**src/rtl/round_referee.sv**
```systemverilog
// Tug-of-war round referee: random hold-off, GO lamp, first-press arbitration.
// Ports: clk, rst (async active-low), btn_l/btn_r (raw), start, over -> rw, wingame, go_led, foul, state[2:0].
// Build option: TIE_BREAK_EN awards GO-state ties by a toggling priority flag.
module round_referee #(
  parameter int          TICK_DIV  = 50000,
  parameter int          MIN_TICKS = 500,
  parameter int          RAND_BITS = 11,
  parameter int          HOLD_CYC  = 8,
  parameter logic [15:0] LFSR_SEED = 16'hACE1
) (
  input  logic       clk,
  input  logic       rst,
  input  logic       btn_l,
  input  logic       btn_r,
  input  logic       start,
  input  logic       over,
  output logic       rw,
  output logic       wingame,
  output logic       go_led,
  output logic       foul,
  output logic [2:0] state
);

  localparam int DLY_A = RAND_BITS + 1;
  localparam int DLY_B = $clog2(MIN_TICKS + (1 << RAND_BITS));
  localparam int DLY_W = (DLY_A > DLY_B) ? DLY_A : DLY_B;
  localparam int PRE_W = $clog2(TICK_DIV);
  localparam int HLD_W = $clog2(HOLD_CYC);

  typedef enum logic [2:0] {
    S_IDLE    = 3'd0,
    S_WAIT    = 3'd1,
    S_GO      = 3'd2,
    S_RESULT  = 3'd3,
    S_RELEASE = 3'd4,
    S_DONE    = 3'd5
  } st_t;

  st_t              st;
  logic [15:0]      lfsr;
  logic             lfsr_fb;
  logic [PRE_W-1:0] presc;
  logic             tick;
  logic [DLY_W-1:0] dly;
  logic [DLY_W-1:0] dly_seed;
  logic [HLD_W-1:0] hold;
  logic             ovr_pend;
  logic [1:0]       sync_l;
  logic [1:0]       sync_r;
  logic             bl;
  logic             br;
  logic             both;
  logic             only_l;
  logic             only_r;
`ifdef TIE_BREAK_EN
  logic             tie_flag;
`endif

  assign state   = st;
  assign bl      = sync_l[1];
  assign br      = sync_r[1];
  assign both    = bl & br;
  assign only_l  = bl & ~br;
  assign only_r  = br & ~bl;
  assign lfsr_fb = lfsr[15] ^ lfsr[13] ^ lfsr[12] ^ lfsr[10];
  assign tick    = (presc == PRE_W'(TICK_DIV - 1));
  assign dly_seed = DLY_W'(MIN_TICKS)
                  + {{(DLY_W - RAND_BITS){1'b0}}, lfsr[RAND_BITS-1:0]};

  always_ff @(posedge clk or negedge rst) begin
    if (!rst) begin
      sync_l <= '0;
      sync_r <= '0;
    end else begin
      sync_l <= {sync_l[0], btn_l};
      sync_r <= {sync_r[0], btn_r};
    end
  end

  always_ff @(posedge clk or negedge rst) begin
    if (!rst) begin
      st       <= S_IDLE;
      lfsr     <= LFSR_SEED;
      presc    <= '0;
      dly      <= '0;
      hold     <= '0;
      ovr_pend <= 1'b0;
      rw       <= 1'b0;
      wingame  <= 1'b0;
      go_led   <= 1'b0;
      foul     <= 1'b0;
`ifdef TIE_BREAK_EN
      tie_flag <= 1'b0;
`endif
    end else begin
      lfsr <= {lfsr[14:0], lfsr_fb};
      // A running result is always allowed to finish its hold.
      if (over && st != S_RESULT) begin
        st      <= S_DONE;
        rw      <= 1'b0;
        wingame <= 1'b0;
        go_led  <= 1'b0;
        foul    <= 1'b0;
      end else begin
        case (st)
          S_IDLE: begin
            if (start) st <= S_RELEASE;
          end
          S_RELEASE: begin
            if (!bl && !br) begin
              st    <= S_WAIT;
              dly   <= dly_seed;
              presc <= '0;
            end
          end
          S_WAIT: begin
            // A press always beats the delay expiring.
            unique case (1'b1)
              both: st <= S_RELEASE;
              only_l: begin
                st      <= S_RESULT;
                rw      <= 1'b1;
                wingame <= 1'b1;
                foul    <= 1'b1;
                hold    <= HLD_W'(HOLD_CYC - 1);
              end
              only_r: begin
                st      <= S_RESULT;
                rw      <= 1'b0;
                wingame <= 1'b1;
                foul    <= 1'b1;
                hold    <= HLD_W'(HOLD_CYC - 1);
              end
              default: begin
                presc <= tick ? '0 : presc + 1'b1;
                if (dly == '0) begin
                  st     <= S_GO;
                  go_led <= 1'b1;
                end else if (tick) begin
                  dly <= dly - 1'b1;
                  if (dly == DLY_W'(1)) begin
                    st     <= S_GO;
                    go_led <= 1'b1;
                  end
                end
              end
            endcase
          end
          S_GO: begin
            unique case (1'b1)
              both: begin
                go_led <= 1'b0;
`ifdef TIE_BREAK_EN
                st       <= S_RESULT;
                rw       <= tie_flag;
                wingame  <= 1'b1;
                foul     <= 1'b0;
                hold     <= HLD_W'(HOLD_CYC - 1);
                tie_flag <= ~tie_flag;
`else
                st <= S_RELEASE;
`endif
              end
              only_l: begin
                st      <= S_RESULT;
                go_led  <= 1'b0;
                rw      <= 1'b0;
                wingame <= 1'b1;
                foul    <= 1'b0;
                hold    <= HLD_W'(HOLD_CYC - 1);
              end
              only_r: begin
                st      <= S_RESULT;
                go_led  <= 1'b0;
                rw      <= 1'b1;
                wingame <= 1'b1;
                foul    <= 1'b0;
                hold    <= HLD_W'(HOLD_CYC - 1);
              end
              default: ;
            endcase
          end
          S_RESULT: begin
            if (over) ovr_pend <= 1'b1;
            if (hold == '0) begin
              rw       <= 1'b0;
              wingame  <= 1'b0;
              foul     <= 1'b0;
              ovr_pend <= 1'b0;
              st       <= (over || ovr_pend) ? S_DONE : S_RELEASE;
            end else begin
              hold <= hold - 1'b1;
            end
          end
          S_DONE: ;
          default: st <= S_IDLE;
        endcase
      end
    end
  end

endmodule

```
**config.mk**
```make
export PLATFORM = sky130hd
export DESIGN_NAME = round_referee
export DESIGN_NICKNAME = d
export VERILOG_FILES = /design/src/rtl/round_referee.sv
export SDC_FILE = /design/constraint.sdc
export NUM_CORES = 1
export LEC_CHECK = 0
export ABC_AREA = 0
export BUFFER_PORTS_ARGS = -buffer_cell sky130_fd_sc_hd__buf_2
export CAP_MARGIN = 20
export CORE_AREA = 2 2 76 78
export DETAILED_ROUTE_END_ITERATION = 8
export DIE_AREA = 0 0 78 80
export PLACE_DENSITY = 0.84
export SLEW_MARGIN = 20
export SYNTH_ARGS = -nofsm -noshare
export SYNTH_HDL_FRONTEND = slang
export SYNTH_SLANG_ARGS = --single-unit
```
**constraint.sdc**
```tcl
create_clock -name clk -period 2.25 [get_ports clk]
set_input_delay 0.45 -clock clk [delete_from_list [all_inputs] [get_ports clk]]
set_output_delay 0.45 -clock clk [all_outputs]
set_load 0.02 [all_outputs]
```
==> results of run 1 <==
final cells by class:
cell class / count / area [µm²] / share of cell area (%)
clock buffers: 12 / 145.1 / 4.007
clock inverters: 4 / 50.05 / 1.382
inverters: 10 / 37.54 / 1.036
multi-input cells: 245 / 1605 / 44.32
flip-flops and latches: 59 / 1486 / 41.04
well taps: 72 / 90.09 / 2.487
repair buffers: 30 / 207.7 / 5.734
layer usage:
metal / routed length (µm) / vias to the layer above / global-route usage [%]
met4: 148 / 0 / 11.93
met1: 3039 / 1254 / 30.30
li1: - / 1253 / -
met3: 394 / 15 / 6.674
met5: 0 / - / 0
met2: 3155 / 90 / 37.24
path summary, 6_finish.rpt:
kind / slack (ns) / depth (start not counted) / to / start
min in group clk: 0.21 / 1 / sync_l[0] / btn_l
hold reg to reg: 0.35 / 0 / sync_l[1] / sync_l[0]
setup / recovery: 0.15 / 5 / state[1] / presc[4]
setup reg to reg: 0.15 / 5 / state[1] / presc[4]
max in group asynchronous: 1.49 / 2 / lfsr[11] / rst
hold / removal: 0.10 / 1 / ovr_pend / rst
sequential cells by signal, summed over array words and instances (netlist names):
name	count
sync_l	2
lfsr	16
presc	16
wingame	1
go_led	1
rw	1
ovr_pend	1
hold	3
state	3
foul	1
sync_r	2
dly	12
power breakdown:
| group | internal [µW] | switching (µW) |
|---|---|---|
| logic | 553 | 768 |
| clock network | 540 | 404 |
| registers | 1240 | 238 |
placed cells by master (no fill, tap or decap), types with 3 or more instances in the layout:
cell	synthesis	routed
o31ai_1	6	6
o21ai_0	21	21
inv_1	10	10
and3_1	6	6
ha_1	12	12
nand2b_1	5	5
buf_2	4	12
nand3_1	12	12
dfrtp_1	51	51
mux2i_1	3	3
xor2_1	10	10
nor3_1	17	17
nand2_1	23	23
nor2_1	35	35
nand4_1	6	6
a21oi_1	16	16
dfstp_2	8	8
clkbuf_8	0	10
o22a_1	3	3
a2bb2oi_1	4	4
buf_4	0	17
nor4_1	8	7
xnor2_1	12	12
timing repair:
action	CTS	global route
hold endpoints to repair	0	0
setup endpoints to repair	0	1
gates resized for setup	0	2
hold buffers	0	0
metrics by stage:
stage	hold WS, ns	cells	util [%]	power [µW]
2_1_floorplan	0.1544	329	-	2385
3_3_place_gp	0.3326	416	63.26	2736
3_5_place_dp	0.3403	416	63.26	2782
4_1_cts	0.09879	432	66.88	3749
5_1_grt	0.1443	432	67.01	3979
6_report	0.1025	432	67.01	3744
kinds of logic (layout without fill, tap and decap cells):
kind of cell    after synthesis  after routing  synth area share (%)
mux                           6              6                 2.005
buf+inv                      25             56                 3.106
xor+xnor                     22             22                 6.053
compound gates               72             72                 15.10
flops                        59             59                 46.70
fa+ha+maj                    12             12                 4.717
simple gates                133            133                 22.33
==> flow_metrics.py, run 1 <==
metrics = {
    "outcome": {
        "status": "complete, no violations",
    },
    "sta": {
        "tightest_slew_ns": 0.6135,
        "fin_tns_setup_ns": 0,
        "setup_viol": 0,
        "rsz0062_at_grt": "no",
        "slew_violations": 0,
        "timing.fmax_mhz": 475.7,
        "max_slew_margin_pct": 58.95,
        "layout_setup_ws_ns": 0.1478,
        "layout_worst_path_cycle_share_pct": 93.43,
        "hold_violations": 0,
        "min_period_ns": 2.102,
        "skew_ns": 0.009725,
    },
    "hold_path": {
        "hold_path_class": "input pin to async pin",
    },
    "clocking": {
        "post-cts-setup-buffer-count": 0,
        "cts_root_buf": "clkbuf_8",
        "cts.sinks": 59,
        "cts_tree": "yes",
        "numCtsBuffers": 9,
        "clockBufferDepth": 2,
        "clock_latency_ns": 0.34,
        "clkTransAtPathRegs_ns": 0.06,
        "cts_max_level": 3,
    },
    "global_route": {
        "grt_pass1_vias": 2489,
        "gr-usage-all-layers_pct": 23.76,
        "grt_first_pass_wirelength_um": 11450,
        "grt_overflow_total": 0,
        "grt_max_degree": 36,
        "antenna_found_initial": 0,
    },
    "synth": {
        "synthFlopType": "dfrtp_1",
        "synth_seq_cells": 59,
        "synth.area.top_cells": "dfrtp_1, dfstp_2, ha_1",
        "synth_top_area_share_pct": 40.09,
        "syn_avg_cell_area_um2": 9.675,
        "synth_area_leader_cell": "dfrtp_1",
        "ys_seq_area_share_pct": 46.70,
        "async_reset_ff_share_pct": 100.0,
        "yosysWarningCount": 0,
        "yosysMostFrequentCell": "dfrtp_1",
        "syn_inst": 329,
        "synth_nets": 347,
        "synth_edf_count": 0,
        "synth_area_um2": 3183,
        "synthTopCellsByCount": "dfrtp_1, nor2_1, nand2_1, o21ai_0, nor3_1",
        "yosysUniqueCellTypes": 57,
    },
    "place": {
        "place_ws_ns": 0.1678,
        "portBuffers": 12,
        "gp_congestion": 0.8766,
        "place_area_um2": 3420,
        "post-dp-hpwl_um": 4775,
    },
    "die": {
        "io_pins": 13,
        "rows": 27,
        "core_um2": 5405,
        "dieArea_um2": 6240,
        "die_w_um": 78,
        "initial_core_util_pct": 58.89,
        "die_h_um": 80,
    },
    "detailed_routing": {
        "final_antenna_net_count": 0,
        "drc_errors": 0,
        "drtIter0Drc": 220,
        "vias_per_cell": 6.046,
        "vias": 2612,
        "wl_per_cell_um": 15.59,
        "firstDrtPassIters": 5,
        "finalWirelength_um": 6737,
    },
    "layout": {
        "area_growth_pct": 13.80,
        "nFillCells": 413,
        "antennaDiodeCount": 0,
        "nNetsFinal": 373,
        "layout-drive-gt1-share_pct": 17.78,
        "design_area_um2": 3622,
    },
    "critical_path": {
        "path_cells": "and4bb_1, and4_4, and4b_1, a221o_1, o41ai_2",
        "max_stage_delay_ns": 0.44,
        "critPathCaptureType": "flop",
        "worstPathArrival_ns": 2.33,
        "critPathMaxFanout": 6,
        "worst-setup-path-type": "flop to flop",
        "critPathLaunchType": "flop",
        "crit_slowest_cell": "dfrtp_1",
        "path_delay_family": "simple AND/OR/NAND/NOR gates",
        "cp.required_ns": 2.48,
        "path_buf_inv": 0,
    },
    "power": {
        "ir_drop_mv": 0.7074,
        "leakage_uw": 0.001592,
        "powerDensity_nw_per_um2": 1034,
    },
    "flow_run": {
        "cap_violations": 0,
    },
}
Note: power is estimated with default switching activity, not from simulation.
==> inputs of run 2 (changes only) <==
CORE_AREA = 2 2 73 75   (was 2 2 76 78)
DIE_AREA = 0 0 75 77   (was 0 0 78 80)
PLACE_DENSITY = 0.89   (was 0.84)
clock period = 2.6 ns   (was 2.25 ns; I/O delays follow)
==> run 2 against run 1 <==
Against the previous run: die area fell by 7.5%; first-iteration DRC count rose by 11%; maximum frequency fell by 4.7%; sequential share of layout area rose by 1.2 points; clock skew fell by 0.0024 ns; final area fell by 2.7%; critical path depth did not move; critical path type unchanged.
==> flow_metrics.py, run 2 (synthesized netlist as in run 1, its figures left out) <==
metrics = {
    "power": {
        "seq_power_share_pct": 39.9,
        "p_int_uw": 1971,
        "clkPwrFrac_pct": 25.4,
        "ir_drop_mv": 0.7025,
        "leakage_uw": 0.001543,
        "p_sw_uw": 1206,
        "swShare_pct": 37.96,
        "powerDensity_nw_per_um2": 901.5,
        "p_comb_share_pct": 34.7,
    },
    "global_route": {
        "met3_usage_pct": 9.330,
        "grt_pass1_vias": 2560,
        "grt_max_degree": 27,
        "antenna_found_initial": 0,
        "grt_overflow_total": 0,
        "grt_first_pass_wirelength_um": 11720,
        "grt_util_met2_pct": 40.79,
        "busiest_layer": "met2",
        "met1_usage_pct": 35.54,
        "gr-usage-all-layers_pct": 26.94,
    },
    "place": {
        "gp_congestion": 0.9223,
        "post-dp-hpwl_um": 4837,
        "portBuffers": 12,
        "dp.cells": 404,
    },
    "clocking": {
        "clock_latency_ns": 0.34,
        "hold_buffers": 0,
        "clkTransAtPathRegs_ns": 0.06,
        "cts.sinks": 59,
        "cts_max_level": 3,
        "cts_tree": "yes",
        "clockBufferDepth": 2,
        "cts_resized": 0,
        "post-cts-setup-buffer-count": 0,
        "numCtsBuffers": 9,
        "cts_root_buf": "clkbuf_8",
    },
    "die": {
        "rows": 26,
        "io_pins": 13,
        "initial_core_util_pct": 63.95,
        "die_h_um": 77,
        "dieArea_um2": 5775,
        "core_um2": 4977,
        "die_w_um": 75,
    },
    "hold_path": {
        "hold_path_class": "input pin to async pin",
    },
    "layout": {
        "multi_input_area_um2": 1598,
        "final_cells": 420,
        "final_cell_mix": "dfrtp_1, nor2_1, nand2_1, o21ai_0, nor3_1",
        "seqCellArea_um2": 1486,
        "nFillCells": 355,
        "top_regs": "lfsr x16, presc x16, dly x12",
        "antennaDiodeCount": 0,
        "final_common_cell": "dfrtp_1",
        "layout-drive-gt1-share_pct": 15.43,
        "nNetsFinal": 363,
        "area_growth_pct": 10.69,
    },
    "sta": {
        "fin_tns_setup_ns": 0,
        "tightest_slew_ns": 0.7617,
        "skew_ns": 0.007304,
        "min_period_ns": 2.206,
        "setup_viol": 0,
        "hold_violations": 0,
        "layout_worst_path_cycle_share_pct": 84.86,
        "rsz0062_at_grt": "no",
        "slew_violations": 0,
        "max_slew_margin_pct": 47.91,
        "timing.fmax_mhz": 453.3,
    },
    "detailed_routing": {
        "drtIter0Drc": 245,
        "vias": 2563,
        "final_antenna_net_count": 0,
        "finalWirelength_um": 6723,
        "wl_per_cell_um": 16.01,
        "drc_errors": 0,
        "vias_per_cell": 6.102,
        "firstDrtPassIters": 4,
    },
    "critical_path": {
        "cp.depth": 5,
        "critPathLaunchType": "flop",
        "rr_endpoint": "go_led",
        "critPathMaxFanout": 6,
        "path_buf_inv": 0,
        "worst-setup-path-type": "flop to flop",
        "crit_slowest_cell": "a2111oi_0",
        "critPathCaptureType": "flop",
        "max_stage_delay_ns": 0.45,
        "path_cells": "nor4_1, o2111ai_1, and3_1, a2111oi_0, mux2_2",
        "worstPathArrival_ns": 2.44,
        "reg2reg_from": "dly[8]",
        "critPathCapture": "go_led",
        "cp.required_ns": 2.83,
        "crit_path_start": "dly[8]",
        "r2r_slack_ns": 0.39,
        "reg2regPathDepth": 5,
        "path_delay_family": "simple AND/OR/NAND/NOR gates",
    },
    "flow_run": {
        "cap_violations": 0,
    },
    "outcome": {
        "status": "complete, no violations",
    },
}
run 2: power by group through the flow:
stage	Combinational [µW]	Sequential (µW)	Clock, µW
after global routing	1240	1290	879
final	1100	1270	808
after floorplan	813	1250	0
after global placement	1040	1260	0
after detailed placement	1080	1270	0
after CTS	1090	1260	828
run 2: stage by stage:
| step | setup slack [ns] | area, µm² | power, µW | utilization, % | hold WS, ns |
|---|---|---|---|---|---|
| final | 0.3938 | 3523 | 3176 | 70.79 | 0.1575 |
| after detailed placement | 0.3388 | 3329 | 2357 | 66.89 | 0.3379 |
| after global routing | 0.2030 | 3523 | 3410 | 70.79 | 0.2080 |
| after global placement | 0.3929 | 3329 | 2307 | 66.89 | 0.3354 |
| after CTS | 0.3958 | 3523 | 3176 | 70.79 | 0.1647 |
| after floorplan | 0.5515 | 3183 | 2064 | - | 0.2244 |
run 2: worst min path at each step:
stage / startpoint / end / slack (ns) / depth (start not counted)
global route: rst / presc[3] / 0.21 / 1
floorplan: rst / dly[0] / 0.22 / 0
finish: rst / hold[2] / 0.16 / 1
CTS: rst / hold[2] / 0.16 / 1
global placement: lfsr[14] / lfsr[15] / 0.34 / 0
detailed placement: lfsr[14] / lfsr[15] / 0.34 / 0
run 2: per-layer routing:
layer / wire, µm / part of all wire (%)
met1: 2827 / 42
met2: 3393 / 50
met3: 390 / 5.8
met4: 112 / 1.7
met5: 0 / 0
run 2: cell type report:
class                      instances  share of cell area, %
clock buffer                      11                  4.013
clock inverter                     5                  1.491
inverter                          10                  1.065
multi-input combinational        245                  45.35
sequential                        59                  42.19
tap                               70                  2.486
timing repair buffer              20                  3.409
==> inputs of run 3 (changes only) <==
CORE_AREA = 2 2 76 78   (was 2 2 73 75)
DIE_AREA = 0 0 78 80   (was 0 0 75 77)
PLACE_DENSITY = 0.84   (was 0.89)
clock period = 2.1 ns   (was 2.6 ns; I/O delays follow)
==> run 3 against run 2 <==
Against the previous run: total power is 34% higher; sequential power up 24%; maximum frequency up 7.6%; register-to-register slack worse by 0.34 ns; flip-flop and latch count unchanged; global-route usage is 0.10 points lower; utilization shrank 0.63 points; die area grew 8.1%; wire length rose by 15%; count of clock-buffer cells in the layout down 2; critical path type unchanged; largest cell class unchanged.
==> flow_metrics.py, run 3 (synthesized netlist as in run 1, its figures left out) <==
metrics = {
    "layout": {
        "nFillCells": 402,
        "seqCellArea_um2": 1488,
        "final_cell_mix": "dfrtp_1, nor2_1, buf_4, nand2_1, o21ai_0",
        "multi_input_area_um2": 1640,
        "area_growth_pct": 19.14,
        "final_cells": 449,
        "final_common_cell": "dfrtp_1",
        "layout-drive-gt1-share_pct": 23.61,
        "antennaDiodeCount": 0,
        "top_regs": "lfsr x16, presc x16, dly x12",
        "nNetsFinal": 390,
    },
    "sta": {
        "skew_ns": 0.01407,
        "timing.fmax_mhz": 487.6,
        "layout_worst_path_cycle_share_pct": 97.65,
        "slew_violations": 0,
        "hold_violations": 0,
        "min_period_ns": 2.051,
        "setup_viol": 0,
        "hold_ws_ns": 0.05054,
        "max_slew_margin_pct": 61.60,
        "tightest_slew_ns": 0.5760,
    },
    "die": {
        "die_h_um": 80,
        "core_um2": 5405,
        "io_pins": 13,
        "die_w_um": 78,
        "rows": 27,
        "dieArea_um2": 6240,
        "initial_core_util_pct": 58.89,
    },
    "detailed_routing": {
        "drc_errors": 0,
        "vias": 2772,
        "wl_per_cell_um": 17.15,
        "firstDrtPassIters": 5,
        "drtIter0Drc": 236,
        "finalWirelength_um": 7701,
        "vias_per_cell": 6.174,
        "final_antenna_net_count": 0,
    },
    "global_route": {
        "gr-usage-all-layers_pct": 26.84,
        "grt_pass1_vias": 2652,
        "grt_max_degree": 38,
        "grt_overflow_total": 0,
        "grt_first_pass_wirelength_um": 12850,
        "antenna_found_initial": 0,
    },
    "power": {
        "leakage_uw": 0.001677,
        "ir_drop_mv": 0.7932,
        "powerDensity_nw_per_um2": 1119,
    },
    "clocking": {
        "cts_root_buf": "clkbuf_8",
        "clkTransAtPathRegs_ns": 0.08,
        "cts.sinks": 59,
        "cts_max_level": 3,
        "numCtsBuffers": 9,
        "cts_tree": "yes",
        "clock_latency_ns": 0.35,
        "clockBufferDepth": 2,
    },
    "critical_path": {
        "worstPathArrival_ns": 2.30,
        "rr_endpoint": "go_led",
        "crit_slowest_cell": "dfrtp_1",
        "reg2regPathDepth": 5,
        "path_delay_family": "simple AND/OR/NAND/NOR gates",
        "cp.required_ns": 2.35,
        "max_stage_delay_ns": 0.45,
        "critPathLaunchType": "flop",
        "r2r_slack_ns": 0.05,
        "critPathCaptureType": "flop",
        "worst-setup-path-type": "flop to flop",
        "path_buf_inv": 0,
        "path_cells": "nor4_4, o2111ai_1, and3_1, a2111oi_1, mux2_2",
        "critPathMaxFanout": 5,
        "reg2reg_from": "dly[6]",
    },
    "place": {
        "dp.cells": 430,
        "portBuffers": 12,
        "post-dp-hpwl_um": 5165,
        "gp_congestion": 0.9598,
    },
    "flow_run": {
        "cap_violations": 0,
    },
    "hold_path": {
        "hold_path_class": "input pin to async pin",
    },
    "outcome": {
        "status": "complete, no violations",
    },
}
[run 3: cell types whose count changed in the layout (fill, tap and decap cells not counted), sizes merged]
| cell | before | now |
|---|---|---|
| buf | 20 | 47 |
| clkinv | 3 | 1 |
| inv | 10 | 11 |
| clkbuf | 11 | 9 |
| clkinvlp | 1 | 4 |
[run 3: power by group]
group	switching, µW	internal [µW]	leakage [µW]	total, µW
Sequential	241	1330	0.000729	1570
Combinational	936	675	0.000861	1610
Clock	506	552	0.0000881	1060
[run 3: stage by stage]
| step | worst slack [ns] | power (µW) | setup TNS [ns] | util, % | area [µm²] |
|---|---|---|---|---|---|
| after global placement | 0.08740 | 2979 | 0 | 65.21 | 3525 |
| final | 0.04933 | 4242 | 0 | 70.16 | 3792 |
| after detailed placement | 0.004208 | 3043 | 0 | 65.21 | 3525 |
| after global routing | -0.01602 | 4476 | -0.01902 | 70.16 | 3792 |
| after CTS | 0.01180 | 4129 | 0 | 68.94 | 3726 |
| after floorplan | 0.07702 | 2556 | 0 | - | 3183 |
[run 3: cell type report]
| class | count | share of cell area, % |
|---|---|---|
| repair buffers | 47 | 8.842 |
| flip-flops and latches | 59 | 39.23 |
| clock buffers | 9 | 3.266 |
| well taps | 72 | 2.375 |
| multi-input cells | 245 | 43.25 |
| clock inverters | 7 | 2.046 |
| inverters | 10 | 0.9898 |
[run 3: worst max-delay path by stage]
stage | to | cells past startpoint | start
6_report | go_led | 5 | dly[6]
5_1_grt | presc[4] | 6 | state[0]
4_1_cts | go_led | 5 | dly[10]
3_5_place_dp | go_led | 5 | dly[10]
3_3_place_gp | state[0] | 6 | presc[0]
2_1_floorplan | dly[0] | 7 | state[1]
[run 3: worst register-to-register path, cell delays in order, from the launching register on]
cell	delay, ns
dfrtp_1	0.45
nor4_4	0.32
o2111ai_1	0.19
and3_1	0.24
a2111oi_1	0.36
mux2_2	0.38
[run 3: repair_timing]
item / CTS / global route
buffers inserted: 0 / 3
gates resized for setup: 0 / 10
hold buffers: 0 / 0
endpoints found under the hold margin: 0 / 0
endpoints found under the setup margin: 0 / 4
[run 3: routing by layer]
layer	global-route usage (%)	up-vias	wire length, µm
met2	42.50	110	3692
met4	11.93	0	157
met1	35.01	1355	3384
met5	0	-	0
li1	-	1288	-
met3	6.787	19	466
